$ cat src/rtl/apb_rw_scheduler.sv
// Shares one APB master port between a read and a write request stream:
// round-robin arbitration, SETUP/ACCESS sequencing, PREADY timeout, one response per request.
module apb_rw_scheduler #(
  parameter int unsigned ADDR_WIDTH     = 12,
  parameter int unsigned DATA_WIDTH     = 32,
  parameter int unsigned TIMEOUT_CYCLES = 16
) (
  input  logic                    clk,
  input  logic                    rst,
  input  logic                    wr_req_valid,
  output logic                    wr_req_ready,
  input  logic [ADDR_WIDTH-1:0]   wr_req_addr,
  input  logic [DATA_WIDTH-1:0]   wr_req_data,
  input  logic [DATA_WIDTH/8-1:0] wr_req_strb,
  output logic                    wr_rsp_valid,
  input  logic                    wr_rsp_ready,
  output logic                    wr_rsp_err,
  input  logic                    rd_req_valid,
  output logic                    rd_req_ready,
  input  logic [ADDR_WIDTH-1:0]   rd_req_addr,
  output logic                    rd_rsp_valid,
  input  logic                    rd_rsp_ready,
  output logic [DATA_WIDTH-1:0]   rd_rsp_data,
  output logic                    rd_rsp_err,
  output logic [ADDR_WIDTH-1:0]   paddr,
  output logic [DATA_WIDTH-1:0]   pwdata,
  output logic [DATA_WIDTH/8-1:0] pstrb,
  output logic                    psel,
  output logic                    penable,
  output logic                    pwrite,
  input  logic [DATA_WIDTH-1:0]   prdata,
  input  logic                    pready,
  input  logic                    pslverr
);

  localparam int unsigned CNT_WIDTH = (TIMEOUT_CYCLES == 0) ? 1 : $clog2(TIMEOUT_CYCLES + 1);

  typedef enum logic [1:0] {IDLE, SETUP, ACCESS, RESP} state_t;
  typedef enum logic {GRANT_WRITE, GRANT_READ} grant_t;

  state_t               state, state_nxt;
  grant_t               last_grant;
  logic                 is_write;
  logic                 err_q;
  logic [DATA_WIDTH-1:0] rd_data_q;
  logic [CNT_WIDTH-1:0] tmo_cnt;
  logic                 pick_rd, pick_wr;
  logic                 timeout_hit;
  logic                 rsp_ready;

  // Read wins unless a write is also pending and the read was served last.
  assign pick_rd     = rd_req_valid && (!wr_req_valid || last_grant == GRANT_WRITE);
  assign pick_wr     = wr_req_valid && !pick_rd;
  assign timeout_hit = (TIMEOUT_CYCLES != 0) && (tmo_cnt == CNT_WIDTH'(TIMEOUT_CYCLES));
  assign rsp_ready   = is_write ? wr_rsp_ready : rd_rsp_ready;

  always_ff @(posedge clk or posedge rst) begin
    if (rst) state <= IDLE;
    else     state <= state_nxt;
  end

  always_comb begin
    state_nxt = state;
    unique case (state)
      IDLE:    if (pick_rd || pick_wr) state_nxt = SETUP;
      SETUP:   state_nxt = ACCESS;
      ACCESS:  if (pready || timeout_hit) state_nxt = RESP;
      RESP:    if (rsp_ready) state_nxt = IDLE;
      default: state_nxt = IDLE;
    endcase
  end

  always_comb begin
    psel         = (state == SETUP) || (state == ACCESS);
    penable      = (state == ACCESS);
    wr_rsp_valid = (state == RESP) && is_write;
    rd_rsp_valid = (state == RESP) && !is_write;
    wr_req_ready = 1'b0;
    rd_req_ready = 1'b0;
    if (state == IDLE && !rst) begin
      wr_req_ready = pick_wr;
      rd_req_ready = pick_rd;
    end
  end

  assign rd_rsp_data = rd_data_q;
  assign wr_rsp_err  = err_q && is_write;
  assign rd_rsp_err  = err_q && !is_write;

  always_ff @(posedge clk or posedge rst) begin
    if (rst) begin
      last_grant <= GRANT_WRITE;
      is_write   <= 1'b0;
      paddr      <= '0;
      pwdata     <= '0;
      pstrb      <= '0;
      pwrite     <= 1'b0;
      rd_data_q  <= '0;
      err_q      <= 1'b0;
      tmo_cnt    <= '0;
    end else begin
      unique case (state)
        IDLE: begin
          if (pick_rd || pick_wr) begin
            is_write   <= pick_wr;
            pwrite     <= pick_wr;
            last_grant <= pick_wr ? GRANT_WRITE : GRANT_READ;
            paddr      <= pick_wr ? wr_req_addr : rd_req_addr;
            pwdata     <= pick_wr ? wr_req_data : '0;
            pstrb      <= pick_wr ? wr_req_strb : '0;
          end
        end
        SETUP: tmo_cnt <= '0;
        ACCESS: begin
          if (pready) begin
            err_q <= pslverr;
            if (!is_write) rd_data_q <= prdata;
          end else if (timeout_hit) begin
            err_q <= 1'b1;
            if (!is_write) rd_data_q <= '0;
          end else begin
            tmo_cnt <= tmo_cnt + CNT_WIDTH'(1);
          end
        end
        default: ;
      endcase
    end
  end

endmodule
$ cat config.mk
export PLATFORM = sky130hd
export DESIGN_NAME = apb_rw_scheduler
export DESIGN_NICKNAME = d
export VERILOG_FILES = /design/src/rtl/apb_rw_scheduler.sv
export SDC_FILE = /design/constraint.sdc
export NUM_CORES = 1
export LEC_CHECK = 0
export BUFFER_PORTS_ARGS = -buffer_cell sky130_fd_sc_hd__buf_2
export CORE_MARGIN = 2
export CORE_UTILIZATION = 40
export DETAILED_ROUTE_END_ITERATION = 8
export GPL_ROUTABILITY_DRIVEN = 1
export GPL_TIMING_DRIVEN = 0
export PLACE_DENSITY = 0.72
export SETUP_SLACK_MARGIN = 0.2
export SYNTH_ARGS = -nofsm -noshare
export SYNTH_HDL_FRONTEND = slang
export SYNTH_SLANG_ARGS = --single-unit
$ cat constraint.sdc
create_clock -name clk -period 4.6 [get_ports clk]
set_input_delay 0.46 -clock clk [delete_from_list [all_inputs] [get_ports clk]]
set_output_delay 0.46 -clock clk [all_outputs]
set_load 0.005 [all_outputs]
==> results.py, run 1 <==
metrics = {
    "drt": {
        "vias": 3044,
        "final_antenna_net_count": 0,
        "drt-vias-per-instance": 5.22,
        "drt_iter0_markers": 84,
        "drc": 0,
        "wire_per_inst_um": 16.4,
        "firstDrtPassIters": 4,
        "finalWirelength_um": 9580,
    },
    "critical_path": {
        "slowest_stage": "dfrtp_1",
        "r2r-end": "rd_rsp_data[8]",
        "worst_ep_required_time_ps": 4140,
        "reg2reg_depth": 7,
        "r2r_start": "state[0]",
        "worstPathArrival_ps": 2340,
        "path_cells": "inv_1 -> ha_1 -> nand2_1 -> a21oi_1 -> buf_2 -> buf_2 -> and2_1 -> buf_2",
        "worstSetupPathType": "reg -> out",
        "cp-start-kind": "register",
        "critPathMaxStageDelay_ps": 410,
        "r2r_setup_slack_ps": 2560,
        "cp_common_cell": "buf_2",
        "critPathMaxFanout": 10,
        "crit_path_end_kind": "primary output",
    },
    "final_layout": {
        "nNetsFinal": 576,
        "final_util_pct": 56.1,
        "antennaDiodeCount": 0,
        "final_area_um2": 4890,
        "area_growth_syn_to_layout_pct": 35.7,
        "drive_above_1_share_pct": 46.3,
    },
    "power": {
        "finalPower_mw": 3.06,
        "combinationalPowerShare_pct": 40.3,
        "cellPowerDensity_nw_per_um2": 625,
        "power.internal_mw": 2.01,
        "leakagePower_nw": 2.69,
        "swShare_pct": 34.2,
        "pwr-share-seq_pct": 43.3,
        "p_sw_mw": 1.05,
        "power.clock.fraction_pct": 16.4,
        "peakVddDrop_v": 0.000254,
    },
    "synthesis": {
        "ys_seq_area_share_pct": 62.5,
        "synth.ff_latch_count": 90,
        "syn_area_um2": 3610,
        "synth_cells": 270,
        "synth.distinct_cells": 35,
        "avgSynthCellArea_um2": 13.4,
        "syn_nets": 376,
        "yosysWarnings": 0,
    },
    "timing": {
        "fmax_ghz": 0.357,
        "layout_min_cycle_time_ps": 2800,
        "grt_setup_unrepaired": "no",
        "slew_headroom_pct": 56.1,
        "worst_pin_slew_ps": 658,
        "setup_viol": 0,
        "tns_ps": 0,
        "period_share_pct": 60.9,
        "fin_skew_ps": 10.2,
        "hold_violations": 0,
        "report.final.slew_viol_count": 0,
    },
    "floorplanning": {
        "io_pins": 189,
        "core_um2": 8720,
        "start_util_pct": 41.3,
        "die_h_um": 98.9,
        "core.rowCount": 34,
        "die_area_um2": 9790,
        "die_x_um": 98.9,
    },
    "run_status": {
        "status": "complete, no violations",
    },
    "global_route": {
        "grt_pass1_wl_um": 14900,
        "grt_max_degree": 54,
        "grt_overflow": 0,
        "antenna_found_initial": 0,
        "grt.total_usage_pct": 19.3,
        "grt_pass1_vias": 2982,
    },
    "placed_design": {
        "portBuffers": 188,
        "dp_hpwl_um": 7060,
        "place_area_um2": 4700,
        "gp_congestion": 0.849,
    },
    "clock_network": {
        "cts_repair_resize_count": 0,
        "root_buffer": "clkbuf_8",
        "clockBufferDepth": 2,
        "cts_tree": "yes",
        "insertion_delay_ps": 350,
        "cts_buffers": 9,
        "h-tree-depth": 3,
        "path_clk_slew_ps": 90,
        "cts.sinks": 90,
        "ctsHoldBuffers": 0,
        "post_cts_buffers": 0,
    },
    "worst_hold_path": {
        "hold_class": "in -> async",
    },
    "job": {
        "maxCapViolCount": 0,
    },
}
-- cells in the mapped netlist (all sizes together) --
cell / instances / area share [%]
a2111oi: 1 / 0.24
and4b: 1 / 0.28
buf: 12 / 1.8
clkbuf: 8 / 0.83
o211a: 1 / 0.28
nand4b: 1 / 0.24
nor3: 2 / 0.28
a21oi: 3 / 0.42
o2bb2ai: 1 / 0.24
nor3b: 1 / 0.21
o211ai: 4 / 0.97
nor4: 1 / 0.17
or4: 2 / 0.42
a21o: 1 / 0.21
a211oi: 1 / 0.21
nor2b: 3 / 0.52
o21ai: 6 / 0.83
ha: 6 / 2.1
or3: 1 / 0.17
mux2i: 2 / 0.56
o21a: 1 / 0.21
o22a: 1 / 0.24
a22o: 69 / 17
a221o: 13 / 3.6
and2: 17 / 2.9
and4bb: 1 / 0.45
nand2b: 2 / 0.35
dfrtp: 90 / 62
nor2: 2 / 0.21
a22oi: 1 / 0.21
inv: 9 / 0.94
nand2: 6 / 0.62
-- final cells by class --
class,count,area [µm²]
flip-flops and latches,90,2250
inverters,9,36.3
plain buffers,20,96.3
clock buffers,11,151
fillers,777,3830
well taps,108,135
repair buffers,189,961
clock inverters,5,38.8
multi-input cells,151,1220
-- layer usage --
metal	track usage [%]	wire length [µm]	part of all wire, %
met1	26.0	4070	42
met2	31.4	4690	49
met3	3.33	655	6.8
met4	7.27	166	1.7
met5	0	0	0
-- worst max-delay path: cells and delay by family, from the launching register on --
family	cells	cell delay [ps]
adders and majority gates	1	240
buffers and inverters	4	820
DFF	1	410
and+or+nand+nor	2	260
AOI/OAI and AO/OA	1	270
-- flip-flops by register name, summed over array words and instances (netlist names) --
register	cells
err_q	1
paddr	12
rd_rsp_data	32
pwdata	32
tmo_cnt	5
pstrb	4
last_grant	1
is_write	1
state	2
-- metrics by stage --
step	worst slack, ps	hold WS, ps	std cells
finish	1800	199	583
global route	1640	251	583
CTS	1770	219	583
detailed placement	2160	476	567
global placement	616	479	566
floorplan	1470	479	270
-- cells in the final DEF, fill, tap and decap left out, types with 2 or more instances in the layout --
cell type	Yosys	routed
buf_2	11	199
clkbuf_1	8	8
a221o_1	13	13
ha_1	6	6
o21ai_0	6	6
nand2b_1	2	2
mux2i_1	2	2
a22o_1	69	69
and2_0	4	4
and2_1	13	13
dfrtp_1	90	90
clkinv_4	0	3
clkbuf_8	0	11
nand2_1	6	6
a21oi_1	3	3
nor3_1	2	2
o211ai_1	3	3
inv_1	9	8
nor2b_1	3	3
nor2_1	2	2
or4_1	2	2
-- worst max-delay path by stage --
stage	startpoint	endpoint	slack [ps]	depth (start not counted)
after floorplan	rst	rd_req_ready	1470	2
after global placement	rst	wr_req_ready	620	4
after detailed placement	state[0]	wr_req_ready	2160	8
after CTS	state[0]	wr_req_ready	1770	8
after global routing	state[0]	wr_req_ready	1640	8
final	state[0]	wr_req_ready	1800	8
-- cells by family after synthesis --
logic type	after synthesis	synth area share, %
muxes	2	0.555
and+or+nand+nor	40	6.87
AOI/OAI and AO/OA	103	24.4
DFF	90	62.5
adders and majority gates	6	2.08
buffers and inverters	29	3.61
-- power by group through the flow --
stage | Sequential (mW) | Clock (mW) | Combinational, mW
6_report | 1.32 | 0.502 | 1.23
2_1_floorplan | 1.35 | 0 | 0.647
4_1_cts | 1.32 | 0.516 | 1.25
5_1_grt | 1.37 | 0.551 | 1.36
3_3_place_gp | 1.32 | 0 | 1.21
3_5_place_dp | 1.33 | 0 | 1.25
No activity file was read; power rests on OpenSTA's default activity.
==> inputs of run 2 (changes only) <==
clock period = 2.8 ns   (was 4.6 ns; I/O delays follow)
==> results.py, run 2 (synthesis results as in run 1) <==
metrics = {
    "global_route": {
        "grt_pass1_vias": 3062,
        "antenna_found_initial": 1,
        "grt_max_degree": 35,
        "grt.total_usage_pct": 19.3,
        "grt_pass1_wl_um": 15000,
        "grt_overflow": 0,
    },
    "run_status": {
        "status": "complete, no violations",
    },
    "drt": {
        "firstDrtPassIters": 4,
        "drt-vias-per-instance": 5.16,
        "wire_per_inst_um": 16.2,
        "final_antenna_net_count": 0,
        "vias": 3016,
        "finalWirelength_um": 9490,
        "drc": 0,
        "drt_iter0_markers": 52,
    },
    "critical_path": {
        "critPathMaxStageDelay_ps": 420,
        "slowest_stage": "dfrtp_1",
        "path_cells": "inv_1 -> ha_1 -> nand2_1 -> a21oi_2 -> clkbuf_4 -> clkbuf_4 -> and2_1 -> buf_2",
        "worst_ep_required_time_ps": 2520,
        "critPathMaxFanout": 10,
        "worstPathArrival_ps": 2170,
        "crit_path_end_kind": "primary output",
        "cp-start-kind": "register",
        "r2r_setup_slack_ps": 710,
        "cp_common_cell": "clkbuf_4",
        "worstSetupPathType": "reg -> out",
    },
    "clock_network": {
        "clockBufferDepth": 2,
        "path_clk_slew_ps": 90,
        "ctsHoldBuffers": 0,
        "insertion_delay_ps": 340,
        "root_buffer": "clkbuf_8",
        "cts_buffers": 9,
        "cts_tree": "yes",
        "h-tree-depth": 3,
        "cts.sinks": 90,
    },
    "timing": {
        "hold_violations": 0,
        "holdWs_ps": 20.5,
        "worst_pin_slew_ps": 660,
        "slew_headroom_pct": 55.9,
        "layout_min_cycle_time_ps": 2450,
        "grt_setup_unrepaired": "yes",
        "fin_skew_ps": 5.71,
        "report.final.slew_viol_count": 0,
        "fmax_ghz": 0.408,
        "setup_viol": 0,
        "period_share_pct": 87.5,
    },
    "floorplanning": {
        "core.rowCount": 34,
        "die_area_um2": 9790,
        "start_util_pct": 41.3,
        "core_um2": 8720,
        "io_pins": 189,
        "die_h_um": 98.9,
        "die_x_um": 98.9,
    },
    "power": {
        "leakagePower_nw": 2.71,
        "cellPowerDensity_nw_per_um2": 1050,
        "peakVddDrop_v": 0.000440,
    },
    "final_layout": {
        "multiInputGateArea_um2": 1230,
        "area_growth_syn_to_layout_pct": 37.9,
        "final_cell_count_no_fill": 585,
        "fillers": 759,
        "final_cell_mix": "197 x buf_2, 90 x dfrtp_1, 69 x a22o_1",
        "drive_above_1_share_pct": 46.8,
        "final_util_pct": 57.0,
        "nNetsFinal": 577,
        "final_common_cell": "buf_2",
        "seqCellArea_um2": 2250,
    },
    "worst_hold_path": {
        "hold_class": "in -> async",
    },
    "placed_design": {
        "gp_congestion": 0.858,
        "portBuffers": 188,
        "dp_hpwl_um": 7260,
        "place_inst": 568,
    },
    "job": {
        "maxCapViolCount": 0,
    },
}
==> run 2: routing by layer <==
metal  routed length, µm  track usage [%]
met3                 539             3.97
met1                4030             25.0
met5                   0                0
met4                 261             7.27
met2                4670             31.9
==> run 2: final timing paths <==
kind / from / end / cells past startpoint
min reg2reg: rd_rsp_data[22] / rd_rsp_data[22] / 1
min: rst / pwdata[25] / 2
max reg2reg: state[0] / rd_rsp_data[24] / 7
max: state[0] / wr_req_ready / 8
max in group asynchronous: rst / tmo_cnt[2] / 3
min in group clk: wr_req_data[3] / pwdata[3] / 2
==> run 2: critical path, delay by kind of cell (launching register included) <==
kind	cells	cell delay [ps]
AO/OA/AOI/OAI	1	210
adder cells (fa/ha/maj)	1	230
buffers and inverters	4	720
flip-flops	1	420
AND/OR/NAND/NOR	2	240
==> run 2: repair_timing <==
action	4_1_cts	5_1_grt
resized for setup	1	3
hold endpoints to repair	0	0
buffers inserted	0	0
setup endpoints to repair	1	2
==> run 2: stage by stage <==
stage / total power, mW / setup TNS [ps] / setup WS (ps) / cell area (µm²)
after floorplan: 3.28 / 0 / 561 / 3610
after global placement: 4.15 / -379 / -196 / 4690
after detailed placement: 4.24 / 0 / 518 / 4730
after CTS: 5.27 / 0 / 246 / 4960
after global routing: 5.59 / 0 / 169 / 4970
final: 5.22 / 0 / 349 / 4970
==> run 2: cell type report <==
type | instances | area share, %
sequential | 90 | 45.3
multi-input combinational | 151 | 24.8
timing repair buffer | 190 | 19.7
clock buffer | 10 | 2.77
tap | 108 | 2.72
buffer | 20 | 2.04
clock inverter | 6 | 1.91
inverter | 9 | 0.755
antenna | 1 | 0.0503
==> run 2: where the power goes <==
group          switching [mW]  internal (mW)  leakage (nW)  total [mW]
clock                   0.469          0.539         0.118        1.01
sequential              0.318           1.86          1.15        2.18
combinational           0.951           1.08          1.44        2.03
total                    1.74           3.48          2.71        5.22
==> inputs of run 3 (changes only) <==
ABC_AREA = 1   (was default)
PLACE_DENSITY = 0.71   (was 0.72)
==> results.py, run 3 <==
metrics = {
    "timing": {
        "layout_min_cycle_time_ps": 1960,
        "period_share_pct": 69.9,
        "tns_ps": 0,
        "slew_headroom_pct": 64.8,
        "hold_violations": 0,
        "fin_skew_ps": 10.1,
        "report.final.slew_viol_count": 0,
        "grt_setup_unrepaired": "no",
        "fin_ws_ps": 844,
        "worst_pin_slew_ps": 528,
        "setup_viol": 0,
        "fmax_ghz": 0.511,
    },
    "placed_design": {
        "place_area_um2": 5080,
        "dp_hpwl_um": 7960,
        "place_inst": 779,
        "gp_congestion": 0.769,
        "portBuffers": 187,
        "pre_cts_slack_ps": 1180,
    },
    "drt": {
        "wire_per_inst_um": 12.9,
        "drc": 0,
        "finalWirelength_um": 10300,
        "firstDrtPassIters": 4,
        "drt-vias-per-instance": 4.65,
        "vias": 3702,
        "final_antenna_net_count": 0,
        "drt_iter0_markers": 67,
    },
    "critical_path": {
        "cp_common_cell": "inv_1",
        "path_buf_inv": 4,
        "worst_ep_required_time_ps": 2520,
        "r2r_start": "state[0]",
        "worstPathArrival_ps": 1680,
        "worstSetupPathType": "reg -> out",
        "critPathMaxFanout": 5,
        "critPathMaxStageDelay_ps": 400,
        "crit_family": "buffers and inverters",
        "path_cells": "inv_1 -> ha_1 -> inv_1 -> nor2_4 -> inv_1 -> nor2_1 -> buf_2",
        "cp-start-kind": "register",
        "r2r-end": "pwdata[0]",
        "reg2reg_depth": 9,
        "slowest_stage": "dfrtp_1",
        "crit_path_end_kind": "primary output",
        "r2r_setup_slack_ps": 1180,
    },
    "final_layout": {
        "fillers": 933,
        "area_growth_syn_to_layout_pct": 34.0,
        "final_common_cell": "nand2_1",
        "drive_above_1_share_pct": 35.6,
        "nNetsFinal": 764,
        "final_cell_mix": "233 x nand2_1, 196 x buf_2, 90 x dfrtp_1",
        "final_area_um2": 5270,
        "final_cell_count_no_fill": 796,
        "antennaDiodeCount": 0,
    },
    "synthesis": {
        "syn_nets": 563,
        "synth-simple-area-share_pct": 33.5,
        "synth_top_area_cell": "dfrtp_1",
        "synth_top_cells_by_area": "dfrtp_1 57%, nand2_1 22%, nand4_1 5.4%",
        "async_reset_ff_share_pct": 100,
        "ys_seq_area_share_pct": 57.3,
        "synth_compound_area_share_pct": 1.02,
        "synth_common_cells": "233 x nand2_1, 90 x dfrtp_1, 34 x nand4_1, 22 x nand3_1, 19 x inv_1",
        "synth_enable_flop_cells": 0,
        "synth_top_area_share_pct": 57.3,
        "synth.ff_latch_count": 90,
        "synthMuxAreaShare_pct": 0,
        "synth_most_common_cell": "nand2_1",
        "avgSynthCellArea_um2": 8.61,
        "yosysWarnings": 0,
        "syn_area_um2": 3930,
        "synth_fa_ha_area_share_pct": 1.91,
        "synth_top_family_by_area": "simple AND/OR/NAND/NOR gates",
        "synth_xor_xnor_area_share_pct": 0,
        "synth.distinct_cells": 20,
        "ys_dominant_reg_cell": "dfrtp_1",
        "synth_cells": 457,
    },
    "floorplanning": {
        "io_pins": 189,
        "die_h_um": 103,
        "die_x_um": 103,
        "core.rowCount": 36,
        "die_area_um2": 10600,
        "start_util_pct": 40.8,
        "core_um2": 9640,
    },
    "clock_network": {
        "path_clk_slew_ps": 90,
        "cts_tree": "yes",
        "root_buffer": "clkbuf_8",
        "cts.sinks": 90,
        "h-tree-depth": 3,
        "cts_repair_resize_count": 0,
        "insertion_delay_ps": 350,
        "cts_buffers": 9,
        "clockBufferDepth": 2,
    },
    "global_route": {
        "grt_overflow": 0,
        "grt.total_usage_pct": 19.2,
        "grt_max_degree": 44,
        "grt_pass1_wl_um": 16000,
        "grt_pass1_vias": 3448,
        "antenna_found_initial": 0,
    },
    "power": {
        "peakVddDrop_v": 0.000412,
        "cellPowerDensity_nw_per_um2": 989,
        "finalPower_mw": 5.21,
        "leakagePower_nw": 3.13,
    },
    "worst_hold_path": {
        "min_path_cells": 3,
        "min_delay_worst_endpoint": "pwdata[19]",
        "hold_class": "in -> reg",
        "min_from": "wr_req_data[19]",
    },
    "job": {
        "maxCapViolCount": 0,
    },
    "run_status": {
        "status": "complete, no violations",
    },
}
[run 3: worst max-delay path by stage]
stage	startpoint	cells after the start	slack, ps	to
final	state[0]	7	840	rd_req_ready
after global routing	state[0]	7	680	rd_req_ready
after CTS	state[0]	7	820	rd_req_ready
after detailed placement	state[0]	9	1180	pwdata[4]
after global placement	rst	2	830	rd_rsp_data[6]
after floorplan	state[0]	9	1420	pstrb[0]
[run 3: tightest hold or removal path: stages]
cell and delay (ps):
buf_2 80, nand2_1 40, nand2_1 50
[run 3: kinds of logic (layout without fill, tap and decap cells)]
kind of cell    Yosys count  in the layout
fa+ha+maj                 6              6
buf+inv                  47            253
flops                    90             90
compound gates            8              8
simple gates            306            306
[run 3: where the power goes]
| part | switching, mW | internal [mW] |
|---|---|---|
| clock network | 0.448 | 0.371 |
| registers | 0.325 | 1.88 |
| logic | 1.25 | 0.934 |
| total | 2.02 | 3.19 |
[run 3: layer usage]
layer	routed length [µm]	vias up	share of wire (%)	global-route usage, %
li1	-	1847	-	-
met1	4410	1681	43	24.3
met2	4730	162	46	31.3
met3	1010	12	9.8	5.85
met4	144	0	1.4	7.29
met5	0	-	0	0
[run 3: metrics by stage]
step / hold slack [ps] / util, %
CTS: 107 / 54.7
finish: 126 / 54.7
floorplan: 397 / -
global route: 109 / 54.7
global placement: 450 / 52.3
detailed placement: 256 / 52.7
[run 3: what timing repair did]
item | in CTS | in global routing
buffers inserted | 0 | 0
hold endpoints to repair | 6 | 0
hold buffers | 1 | 0
[run 3: layout make-up]
type	count	area [µm²]	share of cell area, %
clock inverter	4	26.3	0.498
sequential	90	2250	42.7
clock buffer	12	155	2.94
buffer	26	169	3.20
timing repair buffer	190	986	18.7
multi-input combinational	320	1430	27.2
tap	133	166	3.16
inverter	21	82.6	1.57
